==> src/rtl/fft_band_meter_pkg.sv <==
// Shared types and helpers for the FFT band meter.
package fft_band_meter_pkg;

  typedef enum logic [1:0] {
    StIdle,
    StAcc,
    StQuant,
    StDone
  } state_e;

  function automatic int unsigned band_width(int unsigned fft_n, int unsigned num_bands);
    return fft_n / (2 * num_bands);
  endfunction

  function automatic int unsigned idx_width(int unsigned fft_n);
    return (fft_n > 1) ? $clog2(fft_n) : 1;
  endfunction

  // Unsigned add clamped to 2^w-1; callers truncate the result to w bits.
  function automatic logic [63:0] sat_add(logic [63:0] a, logic [63:0] b, int unsigned w);
    logic [64:0] sum;
    logic [64:0] lim;
    sum = {1'b0, a} + {1'b0, b};
    lim = (65'd1 << w) - 65'd1;
    return (sum > lim) ? lim[63:0] : sum[63:0];
  endfunction

endpackage

==> src/rtl/fft_level_quant.sv <==
// Combinational band quantiser: counts thresholds strictly below s and emits
// that many low-order ones.
module fft_level_quant #(
  parameter int unsigned LEVELS = 8,
  parameter int unsigned SUM_W  = 20
) (
  input  logic [SUM_W-1:0]        i_s,
  input  logic [LEVELS*SUM_W-1:0] i_thr,
  output logic [LEVELS-1:0]       o_therm
);

  localparam int unsigned LVL_W = $clog2(LEVELS + 1);

  logic [LVL_W-1:0] w_level;

  always_comb begin
    w_level = '0;
    for (int k = 0; k < int'(LEVELS); k++) begin
      if (i_s > i_thr[k*SUM_W +: SUM_W]) begin
        w_level = w_level + LVL_W'(1);
      end
    end
  end

  always_comb begin
    o_therm = '0;
    for (int k = 0; k < int'(LEVELS); k++) begin
      o_therm[k] = (LVL_W'(k) < w_level);
    end
  end

endmodule

==> src/rtl/fft_band_meter.sv <==
// Streams FFT magnitudes into equal-width band sums and quantises them into
// thermometer bars. Define FFT_BAND_METER_PEAK_DECAY_EN for peak hold with decay.
module fft_band_meter
  import fft_band_meter_pkg::*;
#(
  parameter int unsigned FFT_N        = 1024,
  parameter int unsigned NUM_BANDS    = 8,
  parameter int unsigned LEVELS       = 8,
  parameter int unsigned AMP_W        = 14,
  parameter int unsigned SUM_W        = 20,
  parameter int unsigned SCALE_SH     = 2,
  parameter int unsigned DECAY_FRAMES = 4
) (
  input  logic                          fft_clk,
  input  logic                          rst_n,
  input  logic                          bin_valid,
  input  logic [idx_width(FFT_N)-1:0]   bin_idx,
  input  logic [AMP_W-1:0]              bin_amp,
  input  logic [LEVELS*SUM_W-1:0]       quant_thr,
  output logic [NUM_BANDS*LEVELS-1:0]   bar,
  output logic                          frame_done
);

  localparam int unsigned IDX_W  = idx_width(FFT_N);
  localparam int unsigned HALF   = FFT_N / 2;
  localparam int unsigned BW     = band_width(FFT_N, NUM_BANDS);
  localparam int unsigned BW_SH  = $clog2(BW);
  localparam int unsigned BAND_W = (NUM_BANDS > 1) ? $clog2(NUM_BANDS) : 1;

  state_e                      r_state, w_state_next;
  logic [SUM_W-1:0]            r_acc [NUM_BANDS];
  logic [BAND_W-1:0]           r_qband;
  logic [NUM_BANDS*LEVELS-1:0] r_bar;

  logic              w_first, w_last, w_in_half, w_clear, w_acc_en, w_qlast;
  logic [BAND_W-1:0] w_band;
  logic [SUM_W-1:0]  w_sum, w_s;
  logic [LEVELS-1:0] w_therm, w_bar_band;

  assign w_in_half = bin_idx < IDX_W'(HALF);
  assign w_first   = bin_valid && (bin_idx == '0);
  assign w_last    = bin_valid && (bin_idx == IDX_W'(HALF - 1));
  assign w_band    = BAND_W'(bin_idx >> BW_SH);
  assign w_sum     = SUM_W'(sat_add(64'(r_acc[w_band]), 64'(bin_amp), SUM_W));
  assign w_clear   = w_first && ((r_state == StIdle) || (r_state == StAcc));
  assign w_acc_en  = bin_valid && w_in_half && (r_state == StAcc);
  assign w_qlast   = (r_qband == BAND_W'(NUM_BANDS - 1));

  always_comb begin
    w_state_next = r_state;
    case (r_state)
      StIdle:  if (w_first) w_state_next = StAcc;
      StAcc:   if (w_last) w_state_next = StQuant;
      StQuant: if (w_qlast) w_state_next = StDone;
      StDone:  w_state_next = StIdle;
      default: w_state_next = StIdle;
    endcase
  end

  always_ff @(posedge fft_clk or negedge rst_n) begin
    if (!rst_n) begin
      r_state <= StIdle;
    end else begin
      r_state <= w_state_next;
    end
  end

  // A bin 0 seen in IDLE or ACC always starts a fresh frame.
  always_ff @(posedge fft_clk or negedge rst_n) begin
    if (!rst_n) begin
      for (int b = 0; b < int'(NUM_BANDS); b++) r_acc[b] <= '0;
    end else if (w_clear) begin
      for (int b = 1; b < int'(NUM_BANDS); b++) r_acc[b] <= '0;
      r_acc[0] <= SUM_W'(bin_amp);
    end else if (w_acc_en) begin
      r_acc[w_band] <= w_sum;
    end
  end

  always_ff @(posedge fft_clk or negedge rst_n) begin
    if (!rst_n) begin
      r_qband <= '0;
    end else if ((r_state == StQuant) && !w_qlast) begin
      r_qband <= r_qband + BAND_W'(1);
    end else begin
      r_qband <= '0;
    end
  end

  assign w_s = r_acc[r_qband] >> SCALE_SH;

  fft_level_quant #(
    .LEVELS (LEVELS),
    .SUM_W  (SUM_W)
  ) u_quant (
    .i_s     (w_s),
    .i_thr   (quant_thr),
    .o_therm (w_therm)
  );

`ifdef FFT_BAND_METER_PEAK_DECAY_EN
  localparam int unsigned LVL_W  = $clog2(LEVELS + 1);
  localparam int unsigned DCNT_W = (DECAY_FRAMES > 1) ? $clog2(DECAY_FRAMES) : 1;

  logic [LVL_W-1:0]  r_hold [NUM_BANDS];
  logic [DCNT_W-1:0] r_dcnt [NUM_BANDS];
  logic [LVL_W-1:0]  w_new_level, w_hold_cur, w_hold_next, w_disp_level;
  logic [DCNT_W-1:0] w_dcnt_cur, w_dcnt_next;

  assign w_hold_cur = r_hold[r_qband];
  assign w_dcnt_cur = r_dcnt[r_qband];

  always_comb begin
    w_new_level = '0;
    for (int k = 0; k < int'(LEVELS); k++) begin
      w_new_level = w_new_level + LVL_W'(w_therm[k]);
    end
  end

  // A lower new level can never exceed hold-1, so the decayed hold is shown.
  always_comb begin
    w_hold_next  = w_hold_cur;
    w_dcnt_next  = w_dcnt_cur;
    w_disp_level = w_hold_cur;
    if (w_new_level >= w_hold_cur) begin
      w_hold_next  = w_new_level;
      w_dcnt_next  = '0;
      w_disp_level = w_new_level;
    end else if (w_dcnt_cur == DCNT_W'(DECAY_FRAMES - 1)) begin
      w_hold_next  = w_hold_cur - LVL_W'(1);
      w_dcnt_next  = '0;
      w_disp_level = w_hold_cur - LVL_W'(1);
    end else begin
      w_dcnt_next  = w_dcnt_cur + DCNT_W'(1);
    end
  end

  always_comb begin
    w_bar_band = '0;
    for (int k = 0; k < int'(LEVELS); k++) begin
      w_bar_band[k] = (LVL_W'(k) < w_disp_level);
    end
  end

  always_ff @(posedge fft_clk or negedge rst_n) begin
    if (!rst_n) begin
      for (int b = 0; b < int'(NUM_BANDS); b++) begin
        r_hold[b] <= '0;
        r_dcnt[b] <= '0;
      end
    end else if (r_state == StQuant) begin
      r_hold[r_qband] <= w_hold_next;
      r_dcnt[r_qband] <= w_dcnt_next;
    end
  end
`else
  assign w_bar_band = w_therm;
`endif

  always_ff @(posedge fft_clk or negedge rst_n) begin
    if (!rst_n) begin
      r_bar <= '0;
    end else if (r_state == StQuant) begin
      for (int b = 0; b < int'(NUM_BANDS); b++) begin
        if (r_qband == BAND_W'(b)) r_bar[b*LEVELS +: LEVELS] <= w_bar_band;
      end
    end
  end

  assign bar        = r_bar;
  assign frame_done = (r_state == StDone);

endmodule

==> config.mk <==
export PLATFORM = sky130hd
export DESIGN_NAME = fft_band_meter
export DESIGN_NICKNAME = d
export VERILOG_FILES = /design/src/rtl/fft_band_meter_pkg.sv /design/src/rtl/fft_level_quant.sv /design/src/rtl/fft_band_meter.sv
export SDC_FILE = /design/constraint.sdc
export NUM_CORES = 1
export LEC_CHECK = 0
export CAP_MARGIN = 20
export CORE_ASPECT_RATIO = 1.25
export CORE_MARGIN = 8
export CORE_UTILIZATION = 50
export DETAILED_ROUTE_END_ITERATION = 8
export HOLD_SLACK_MARGIN = 0.15
export PLACE_DENSITY_LB_ADDON = 0.25
export SLEW_MARGIN = 20
export SYNTH_ARGS = -nofsm -noshare
export SYNTH_HDL_FRONTEND = slang
export SYNTH_SLANG_ARGS = --single-unit
==> constraint.sdc <==
create_clock -name fft_clk -period 8.2 [get_ports fft_clk]
set_input_delay 0.82 -clock fft_clk [delete_from_list [all_inputs] [get_ports fft_clk]]
set_output_delay 0.82 -clock fft_clk [all_outputs]
set_load 0.01 [all_outputs]
==> key figures <==
Run status
  • Outcome: complete, no violations

Logic synthesis
  • Synth top area cells: dfrtp_1 35%, ha_1 13%, nand2_1 7.6%
  • Post-synthesis mux area share: 0.0699
  • Yosys top cell area share: 0.352
  • Async SR Flop Fraction: 1.00
  • Compound-Gate Fraction of Synth Area: 0.204
  • Syn Inst Count: 1825
  • Syn avg cell area: 8.93 sq um
  • Post-synth top area cell: dfrtp_1
  • Post-synth EDFFs: 0
  • Primary FF master, synth: dfrtp_1
  • Post-synthesis xor/xnor area fraction: 0.0142
  • Synth warnings: 0
  • #FFs+latches synth: 229
  • Mapped Area: 16300 sq um
  • Syn nets: 2188
  • Sequential element share of the synthesized area: 0.352
  • Simple-gate share of the synthesized area: 0.163
  • Distinct cells, synth: 88
  • Main combinational cell family by area after synthesis: compound AO/OA/AOI/OAI gates
  • Synth Area in Adders: 0.136

Floorplan
  • Die area: 38700 sq um
  • Num ports: 252
  • Rows: 74
  • Die Wd: 177 microns
  • Die Y: 218 microns
  • Initial core utilization: 0.503
  • Core Region: 32400 sq um

Critical path
  • Critical Path Sink Type: flip-flop
  • WP data required: 8.60 ns
  • Worst EP arrival: 8.23 ns
  • CP max stage delay: 0.51 ns
  • CP Launch Type: flip-flop
  • R2R cell count: 36
  • Crit-path most repeated cell: ha_1
  • Worst R2R End: bar[20]$_DFFE_PN0P_
  • Reg2Reg Launch Point: r_qband[0]$_DFF_PN0_
  • Worst path slowest cell: mux4_2
  • FF-to-FF setup slack: 0.37 ns
  • Worst Path Max Fanout: 10
  • CP Class: flip-flop to flip-flop

Cells and area
  • Most common cell after layout, fill and taps aside: nand2_1
  • ANT cells: 0
  • Layout area overhead: 24.5%
  • Final instance area: 20300 sq um
  • Layout cells sized above 1: 0.0975
  • Util after Layout: 0.626
  • NumNets Final: 2427
  • Commonest cells after routing, fill and taps aside: 318 x nand2_1, 250 x clkdlybuf4s50_1, 227 x dfrtp_1, 175 x ha_1, 160 x inv_1

Pwr
  • Logic pwr share: 0.512
  • Power per cell area: 284 nW/um^2
  • P_int: 3.39 mW
  • NetSw: 2.38 mW
  • Max rail drop VDD: 0.226 mV
  • Sequential power share: 0.304
  • Sw Share: 0.413
  • LEAKAGE: 9.56 nW
  • Clock share of power: 0.183

Placement
  • Cell Area, Placed: 19400 sq um
  • Port-buffer cells: 251
  • Placer Congestion: 0.975
  • Dpl ws: -0.00834 ns
  • Post-DP HPWL: 41500 microns

Route
  • DRC: 0
  • DR iter-0 viols: 1575
  • Via count: 15600
  • Drt via density: 6.25
  • Final WL: 56500 microns
  • ANT nets after route: 0
  • Routed wire per std cell: 22.6 microns
  • 1st-pass router iterations: 6

STA
  • Max frequency: 128 MHz
  • Final-report hold violation count: 0
  • Period minus WS final: 7.83 ns
  • Fin Setup TNS: 0 ns
  • Max Transition Viols Final: 0
  • Worst slew margin: 0.310
  • Setup violators final: 0
  • Fin crit share: 0.954
  • Slew @ Worst Pin: 1.03 ns
  • Worst hold margin: 0.335 ns
  • Clk_skew: 0.0142 ns
  • Final WS setup: 0.373 ns

Clock network
  • CTS sink cnt: 229
  • Clock insertion delay at the later pin of the skew report: 0.53 ns
  • CTS Hold Bufs: 0
  • Clock buffer depth: 3
  • Clock Pin Slew Worst Setup and Hold Paths: 0.06 ns
  • # H-tree levels: 1
  • Num CTS Buffers: 24
  • Root buf cell: clkbuf_16
  • TritonCTS clock tree: yes

Run
  • Maxcap violations: 0

Global routing
  • Final global-route overflow total: 0
  • Antenna violations before repair: 0
  • Number of global-route vias before repair: 15600
  • First-pass GRT wire length: 87100 microns
  • Largest net degree at the start of global routing: 114
  • GRT Resource Usage Total: 0.283

Hold path
  • Hold crit path type: input port to async pin
metal layers:
metal | up-vias | GRT usage | share of wire
met5 | - | 0 | 0
met1 | 7515 | 0.345 | 0.38
met4 | 0 | 0.143 | 0.052
li1 | 7103 | - | -
met2 | 828 | 0.482 | 0.48
met3 | 181 | 0.0419 | 0.080
logic make-up after synthesis:
| family | Yosys count |
|---|---|
| multiplexers | 60 |
| AND/OR/NAND/NOR | 575 |
| adder cells (fa/ha/maj) | 176 |
| XOR/XNOR | 23 |
| flip-flops | 229 |
| AO/OA/AOI/OAI | 501 |
| buffers and inverters | 261 |
per-stage QoR:
stage,total power [mW],std cells
2_1_floorplan,3.56,1825
3_3_place_gp,4.52,2449
3_5_place_dp,4.64,2449
4_1_cts,5.71,2492
5_1_grt,6.17,2499
6_report,5.77,2499
sequential cells by signal, summed over array words and instances, names as in the netlist:
register and cells:
bar 64, r_acc 160, r_qband 3, r_state 2
how the worst max path moves through the flow:
stage | start | end | depth (start not counted)
after floorplan | r_qband[0]$_DFF_PN0_ | bar[12]$_DFFE_PN0P_ | 40
after global placement | r_qband[0]$_DFF_PN0_ | bar[54]$_DFFE_PN0P_ | 35
after detailed placement | r_qband[1]$_DFF_PN0_ | bar[0]$_DFFE_PN0P_ | 41
after CTS | r_qband[0]$_DFF_PN0_ | bar[17]$_DFFE_PN0P_ | 35
after global routing | r_qband[0]$_DFF_PN0_ | bar[28]$_DFFE_PN0P_ | 41
final | r_qband[0]$_DFF_PN0_ | bar[20]$_DFFE_PN0P_ | 36
power groups by stage:
stage | Clock, mW | Sequential [mW] | Combinational [mW]
CTS | 1.07 | 1.75 | 2.90
finish | 1.06 | 1.76 | 2.96
floorplan | 0 | 1.69 | 1.88
global route | 1.11 | 1.79 | 3.27
global placement | 0 | 1.75 | 2.76
detailed placement | 0 | 1.77 | 2.88
final cells by class:
| cell class | count | area, sq um |
|---|---|---|
| flip-flops and latches | 229 | 5730 |
| clock buffers | 37 | 691 |
| fillers | 2694 | 12100 |
| well taps | 418 | 523 |
| clock inverters | 6 | 57.6 |
| inverters | 162 | 608 |
| multi-input cells | 1335 | 9690 |
| repair buffers | 312 | 2990 |
critical path, delay by kind of cell (launching register included):
kind	cells	cell delay (ns)
flops	1	0.38
mux	2	0.68
fa+ha+maj	5	1.40
compound gates	9	1.75
xor+xnor	2	0.47
buf+inv	7	1.22
simple gates	11	1.79
cells in the mapped netlist (9+ instances only):
master      n
o21a_1     12
nor3_1     18
nand3_1    32
dfrtp_1   229
o21ai_0    88
clkbuf_1   85
nor2_1     66
and4_1     17
nand4_1    36
and2_1     11
a21o_1     19
nand2_1   329
xnor2_1    15
ha_1      175
and3_1     10
a31oi_1     9
inv_1     160
o211ai_1   20
mux4_2     41
o21ai_1    16
nor2b_1    15
a21oi_1    57
o22ai_1   143
a22oi_1    64
what timing repair did:
item                       in CTS  in global routing
buffers inserted                0                  6
setup endpoints to repair      18                 64
cloned                          0                  1
pin swaps                       0                  1
gates resized for setup         4                 20
Power figures use the tool's default switching activity.
